$ cat config.mk
export PLATFORM = sky130hd
export DESIGN_NAME = trace_drain
export DESIGN_NICKNAME = d
export VERILOG_FILES = /design/src/rtl/trace_drain.sv
export SDC_FILE = /design/constraint.sdc
export NUM_CORES = 1
export LEC_CHECK = 0
export CAP_MARGIN = 20
export CELL_PAD_IN_SITES_DETAIL_PLACEMENT = 1
export CELL_PAD_IN_SITES_GLOBAL_PLACEMENT = 2
export CORE_MARGIN = 2
export CORE_UTILIZATION = 45
export DETAILED_ROUTE_END_ITERATION = 10
export GPL_TIMING_DRIVEN = 0
export PLACE_DENSITY = 0.86
export SETUP_SLACK_MARGIN = 0.1
export SLEW_MARGIN = 40
export SYNTH_ARGS = -nofsm -noshare
export SYNTH_HDL_FRONTEND = slang
export SYNTH_SLANG_ARGS = --single-unit
$ cat constraint.sdc
create_clock -name clk -period 21.6 [get_ports clk]
set_clock_uncertainty 0.05 [all_clocks]
set_input_delay 2.16 -clock clk [delete_from_list [all_inputs] [get_ports clk]]
set_output_delay 2.16 -clock clk [all_outputs]
set_load 0.005 [all_outputs]
$ cat src/rtl/trace_drain.sv
// Trace record drain: record FIFO plus word serialiser on a valid/ready stream.
// Optional timestamp header word per frame: define TRACE_DRAIN_TIMESTAMP_EN.
module trace_drain #(
  parameter int RECORD_WIDTH = 128,
  parameter int WORD_WIDTH   = 32,
  parameter int FIFO_DEPTH   = 8
) (
  input  logic                          clk,
  input  logic                          rst_n,
  input  logic [RECORD_WIDTH-1:0]       trace_data_i,
  input  logic                          trace_ready_i,
  input  logic                          trace_capture_enable_i,
  input  logic                          lock_i,
  input  logic [31:0]                   counter_i,
  output logic [WORD_WIDTH-1:0]         out_data,
  output logic                          out_valid,
  output logic                          out_last,
  input  logic                          out_ready,
  output logic [$clog2(FIFO_DEPTH):0]   fifo_count,
  output logic                          overflow,
  output logic [15:0]                   drop_count,
  output logic                          drained
);

  localparam int WORDS = RECORD_WIDTH / WORD_WIDTH;
  localparam int AW    = $clog2(FIFO_DEPTH);
  localparam int IW    = (WORDS > 1) ? $clog2(WORDS) : 1;

`ifdef TRACE_DRAIN_TIMESTAMP_EN
  typedef enum logic [1:0] {IDLE, HDR, SEND} state_e;
`else
  typedef enum logic [1:0] {IDLE, SEND} state_e;
`endif

  state_e                  state_q;
  logic [AW:0]             wr_q, rd_q, wr_d, rd_d;
  logic [RECORD_WIDTH-1:0] mem_q [FIFO_DEPTH];
  logic [RECORD_WIDTH-1:0] head;
  logic [RECORD_WIDTH-1:0] shift_q, shift_nx;
  logic [IW-1:0]           idx_q;
  logic [WORD_WIDTH-1:0]   data_q;
  logic                    valid_q, last_q;
  logic                    ovf_q, drained_q;
  logic [15:0]             drop_q;
  logic                    full, pop, push_req, push_ok, drop;

  // MSB of each pointer is the lap bit that separates full from empty.
  assign full = (wr_q[AW] != rd_q[AW]) &&
                (wr_q[AW-1:0] == rd_q[AW-1:0]);
  assign fifo_count = wr_q - rd_q;
  assign wr_d = wr_q + 1'b1;
  assign rd_d = rd_q + 1'b1;

  assign pop      = (state_q == IDLE) && (fifo_count != '0);
  assign push_req = trace_ready_i && trace_capture_enable_i && !lock_i;
  assign push_ok  = push_req && (!full || pop);
  assign drop     = push_req && !push_ok;

  assign head     = mem_q[rd_q[AW-1:0]];
  assign shift_nx = shift_q >> WORD_WIDTH;

`ifdef TRACE_DRAIN_TIMESTAMP_EN
  logic [31:0] ts_q [FIFO_DEPTH];
  logic [31:0] head_ts;
  assign head_ts = ts_q[rd_q[AW-1:0]];

  always_ff @(posedge clk) begin
    if (push_ok) ts_q[wr_q[AW-1:0]] <= counter_i;
  end
`else
  logic unused_counter;
  assign unused_counter = ^counter_i;
`endif

  always_ff @(posedge clk) begin
    if (push_ok) mem_q[wr_q[AW-1:0]] <= trace_data_i;
  end

  always_ff @(posedge clk) begin
    if (!rst_n) begin
      wr_q      <= '0;
      rd_q      <= '0;
      ovf_q     <= 1'b0;
      drop_q    <= '0;
      drained_q <= 1'b0;
    end else begin
      if (push_ok) wr_q <= wr_d;
      if (pop)     rd_q <= rd_d;
      if (drop) begin
        ovf_q <= 1'b1;
        if (drop_q != 16'hFFFF) drop_q <= drop_q + 16'd1;
      end
      if (lock_i && fifo_count == '0 && state_q == IDLE)
        drained_q <= 1'b1;
    end
  end

  always_ff @(posedge clk) begin
    if (!rst_n) begin
      state_q <= IDLE;
      idx_q   <= '0;
      shift_q <= '0;
      data_q  <= '0;
      valid_q <= 1'b0;
      last_q  <= 1'b0;
    end else begin
      unique case (state_q)
        IDLE: if (pop) begin
          shift_q <= head;
          idx_q   <= '0;
          valid_q <= 1'b1;
`ifdef TRACE_DRAIN_TIMESTAMP_EN
          state_q <= HDR;
          data_q  <= WORD_WIDTH'(head_ts);
          last_q  <= 1'b0;
`else
          state_q <= SEND;
          data_q  <= head[WORD_WIDTH-1:0];
          last_q  <= (WORDS == 1);
`endif
        end
`ifdef TRACE_DRAIN_TIMESTAMP_EN
        HDR: if (out_ready) begin
          state_q <= SEND;
          data_q  <= shift_q[WORD_WIDTH-1:0];
          last_q  <= (WORDS == 1);
        end
`endif
        SEND: if (out_ready) begin
          if (last_q) begin
            state_q <= IDLE;
            valid_q <= 1'b0;
            last_q  <= 1'b0;
          end else begin
            shift_q <= shift_nx;
            data_q  <= shift_nx[WORD_WIDTH-1:0];
            idx_q   <= idx_q + 1'b1;
            last_q  <= (int'(idx_q) == WORDS - 2);
          end
        end
        default: state_q <= IDLE;
      endcase
    end
  end

  assign out_data   = data_q;
  assign out_valid  = valid_q;
  assign out_last   = last_q;
  assign overflow   = ovf_q;
  assign drop_count = drop_q;
  assign drained    = drained_q;

endmodule

==> run_results.csv <==
group,metric,value,unit
run_status,outcome,"completed",
timing,max_clock_freq,188.7,MHz
clock_tree,htree_levels,3,
layout,fin_area,0.05390,mm^2
timing,rsz0062_at_grt,"no",
worst_setup_path,r2r_start,"wr_q[0]",
min_path,worstHoldStart,"idx_q[0]",
floorplanning,die_h,319.5,um
place,hpwl,89.48,mm
synth,synth_area,0.04480,mm^2
global_route,grt_antenna_before_repair,22,
timing,finalMaxSlewViolations,0,
worst_setup_path,endpoint_kind,"flop",
detailed_routing,drc,0,
layout,area_growth,20.30,%
clock_tree,clk-insertion-delay-late,0.71,ns
global_route,use_met1,32.28,%
timing,fin_tns_setup,0,ns
clock_tree,cts_setup_buffers,0,
detailed_routing,drt_iter0_drc,2824,
floorplanning,initial_utilization,45.45,%
detailed_routing,dr_total_vias,24960,
timing,fin_crit,5.298,ns
global_route,grt_pass1_wl,186.7,mm
synth,ys_types,51,
power_and_ir_drop,p_per_area,114.9,mW/mm^2
floorplanning,coreArea,0.09856,mm^2
timing,slew_headroom,40.80,%
global_route,grt_max_degree,16,
synth,synth_edf_count,1024,
global_route,first_global_vias,26540,
global_route,use_met3,5.085,%
detailed_routing,ant_nets,0,
detailed_routing,drt-pass1-iter-count,6,
floorplanning,dieArea,0.1021,mm^2
global_route,busiest_layer,"met2",
place,place_area,0.04999,mm^2
clock_tree,cts-buffers-inserted,115,
synth,seq_area_frac_synth,75.83,%
synth,syn-num-nets,2468,
clock_tree,cts_resized,0,
timing,hold_viol_final,0,
timing,worst_pin_slew,0.8880,ns
layout,finalNetCount,2979,
worst_setup_path,crit_fanout,10,
timing,setup_viol,0,
place,place_ws,15.63,ns
layout,nFillCells,8795,
layout,drive_above_1_share,27.09,%
global_route,grt-ovfl-total,0,
floorplanning,ios,222,
worst_setup_path,crit_type,"input pin to flop",
clock_tree,clock_path_buffers,3,
worst_setup_path,worst_r2r_path_depth,18,
global_route,track_usage,25.02,%
worst_setup_path,cp.arrival,5.66,ns
worst_setup_path,r2r_end,"mem_q[1][50]",
timing,worst_slack,16.30,ns
global_route,grt_util_met2,41.41,%
clock_tree,cts_tree,"done",
clock_tree,cts-root-buf,"clkbuf_16",
synth,ys_seq_elements,1185,
place,io_buffers,189,
power_and_ir_drop,p_leak,0.01761,uW
worst_setup_path,critPathLaunchType,"input pin",
min_path,hold_depth,2,
worst_setup_path,rrSetupSlack,16.58,ns
detailed_routing,drt_wl_total,127.7,mm
detailed_routing,post_drt_wl_per_cell,30.40,um
floorplanning,die_w,319.5,um
synth,synth_area_per_cell,19.53,um^2
flow_run,maxCapViolCount,0,
clock_tree,hold_buffers,0,
clock_tree,path_clk_slew,0.06,ns
min_path,min_path_type,"flop to flop",
synth,ys_warn_count,0,
min_path,hold_end,"idx_q[0]",
clock_tree,cts.sinks,1185,
synth,ys_async_sr_fraction,0,%
detailed_routing,vias_per_cell,5.942,
timing,period_share,24.53,%
place,place_congestion,0.8723,
floorplanning,row_count,115,
synth,synthFlopType,"edfxtp_1",
synth,synthCells,2294,
worst_setup_path,cp.required,21.97,ns
power_and_ir_drop,peakVddDrop,0.08265,mV
-- worst max-delay path, cell delays in order --
cell,delay (ns)
clkdlybuf4s50_1,0.46
nand2_1,0.12
nor2_1,0.11
o21ai_0,0.15
clkbuf_1,0.30
or2_2,0.44
nor3_2,0.44
buf_4,0.25
buf_4,0.15
buf_2,0.24
buf_2,0.27
buf_4,0.19
buf_4,0.19
buf_4,0.18
-- layout by cell type, fill, tap and decap left out, types with 7 or more instances in the layout --
| master | instances |
|---|---|
| clkdlybuf4s50_1 | 189 |
| diode_2 | 9 |
| clkinv_1 | 12 |
| buf_8 | 9 |
| bufinv_16 | 10 |
| o31ai_1 | 8 |
| mux4_2 | 194 |
| buf_2 | 139 |
| a221o_1 | 32 |
| clkbuf_8 | 19 |
| a21oi_1 | 13 |
| mux2i_1 | 118 |
| o22ai_1 | 110 |
| a211oi_1 | 33 |
| ha_1 | 7 |
| dfxtp_1 | 161 |
| buf_4 | 131 |
| clkbuf_2 | 8 |
| mux2_2 | 93 |
| nor2_1 | 100 |
| nand2b_1 | 10 |
| inv_1 | 8 |
| nor2b_1 | 17 |
| clkbuf_16 | 118 |
| a22oi_1 | 96 |
| clkinv_2 | 17 |
| buf_16 | 12 |
| nand3_1 | 10 |
| edfxtp_1 | 1024 |
| nand2_1 | 21 |
| clkbuf_1 | 96 |
| nor3_2 | 7 |
-- sequential cells by signal, summed over array words and instances, names as in the netlist, named ones only --
| signal | count |
|---|---|
| drained | 1 |
| drop_count | 16 |
| idx_q | 2 |
| mem_q | 1024 |
| out_last | 1 |
| out_valid | 1 |
| overflow | 1 |
| rd_q | 4 |
| shift_q | 128 |
| wr_q | 4 |
-- metal layers --
layer / vias to the layer above / share of wire (%)
met3: 281 / 7.3
met5: - / 0.13
met2: 1023 / 49
met1: 13180 / 39
met4: 28 / 4.4
li1: 10450 / -
-- metrics by stage --
stage	hold slack, ns	util (%)	cells	total power, uW
after floorplan	0.3979	-	2294	3578
after global placement	0.4162	49.01	3770	4098
after detailed placement	0.4183	50.72	3975	4149
after CTS	0.4281	54.65	4192	6207
after global routing	0.4568	54.67	4198	6379
final	0.4363	54.68	4201	6191
-- synthesized netlist by cell type, types with 7 or more instances --
library cell     n  area share (%)
inv_1            8           0.067
a211oi_1        33            0.55
o31ai_1          8            0.13
buf_2           48            0.54
nand3_1         10            0.11
o22ai_1        110             1.5
buf_4           34            0.57
nor2_1         102            0.85
clkbuf_1        74            0.62
mux4_2         194             9.8
a21oi_1         13            0.15
mux2_2          93             2.3
nand2_1         21            0.18
mux2i_1        118             2.6
a22oi_1         96             1.6
nor2b_1         17            0.24
nand2b_1        10            0.14
dfxtp_1        161             7.2
a221o_1         32            0.71
edfxtp_1      1024              69
ha_1             7            0.20
buf_1           13            0.11
-- where the power goes --
group	switching, uW	total (uW)	internal (uW)
registers	141	2760	2620
logic	769	1360	595
clock network	874	2060	1190
-- final cells by class --
| type | instances | area (um^2) | share of cell area, % |
|---|---|---|---|
| clock buffers | 165 | 3319 | 6.159 |
| repair buffers | 394 | 3527 | 6.544 |
| inverters | 9 | 33.78 | 0.06268 |
| plain buffers | 169 | 838.3 | 1.555 |
| clock inverters | 52 | 553.0 | 1.026 |
| multi-input cells | 931 | 10020 | 18.59 |
| flip-flops and latches | 1185 | 33970 | 63.03 |
| well taps | 1287 | 1610 | 2.988 |
| diodes | 9 | 22.52 | 0.04179 |
-- how the worst max path moves through the flow --
stage,from,endpoint,cells past startpoint
global placement,trace_ready_i,mem_q[0][76],6
CTS,trace_capture_enable_i,mem_q[1][50],14
floorplan,trace_ready_i,mem_q[0][0],5
finish,trace_capture_enable_i,mem_q[1][50],14
global route,trace_ready_i,mem_q[1][50],14
detailed placement,trace_capture_enable_i,mem_q[1][48],14
-- kinds of logic (layout without fill, tap and decap cells) --
logic type	Yosys count	in the layout	synth area share (%)
buffers and inverters	178	789	1.910
flip-flops	1185	1185	75.83
AND/OR/NAND/NOR	199	199	2.148
adder cells (fa/ha/maj)	8	8	0.2402
XOR/XNOR	8	8	0.1564
other	0	9	0
multiplexers	405	405	14.73
AO/OA/AOI/OAI	311	311	4.988
Note: power is estimated with default switching activity, not from simulation.
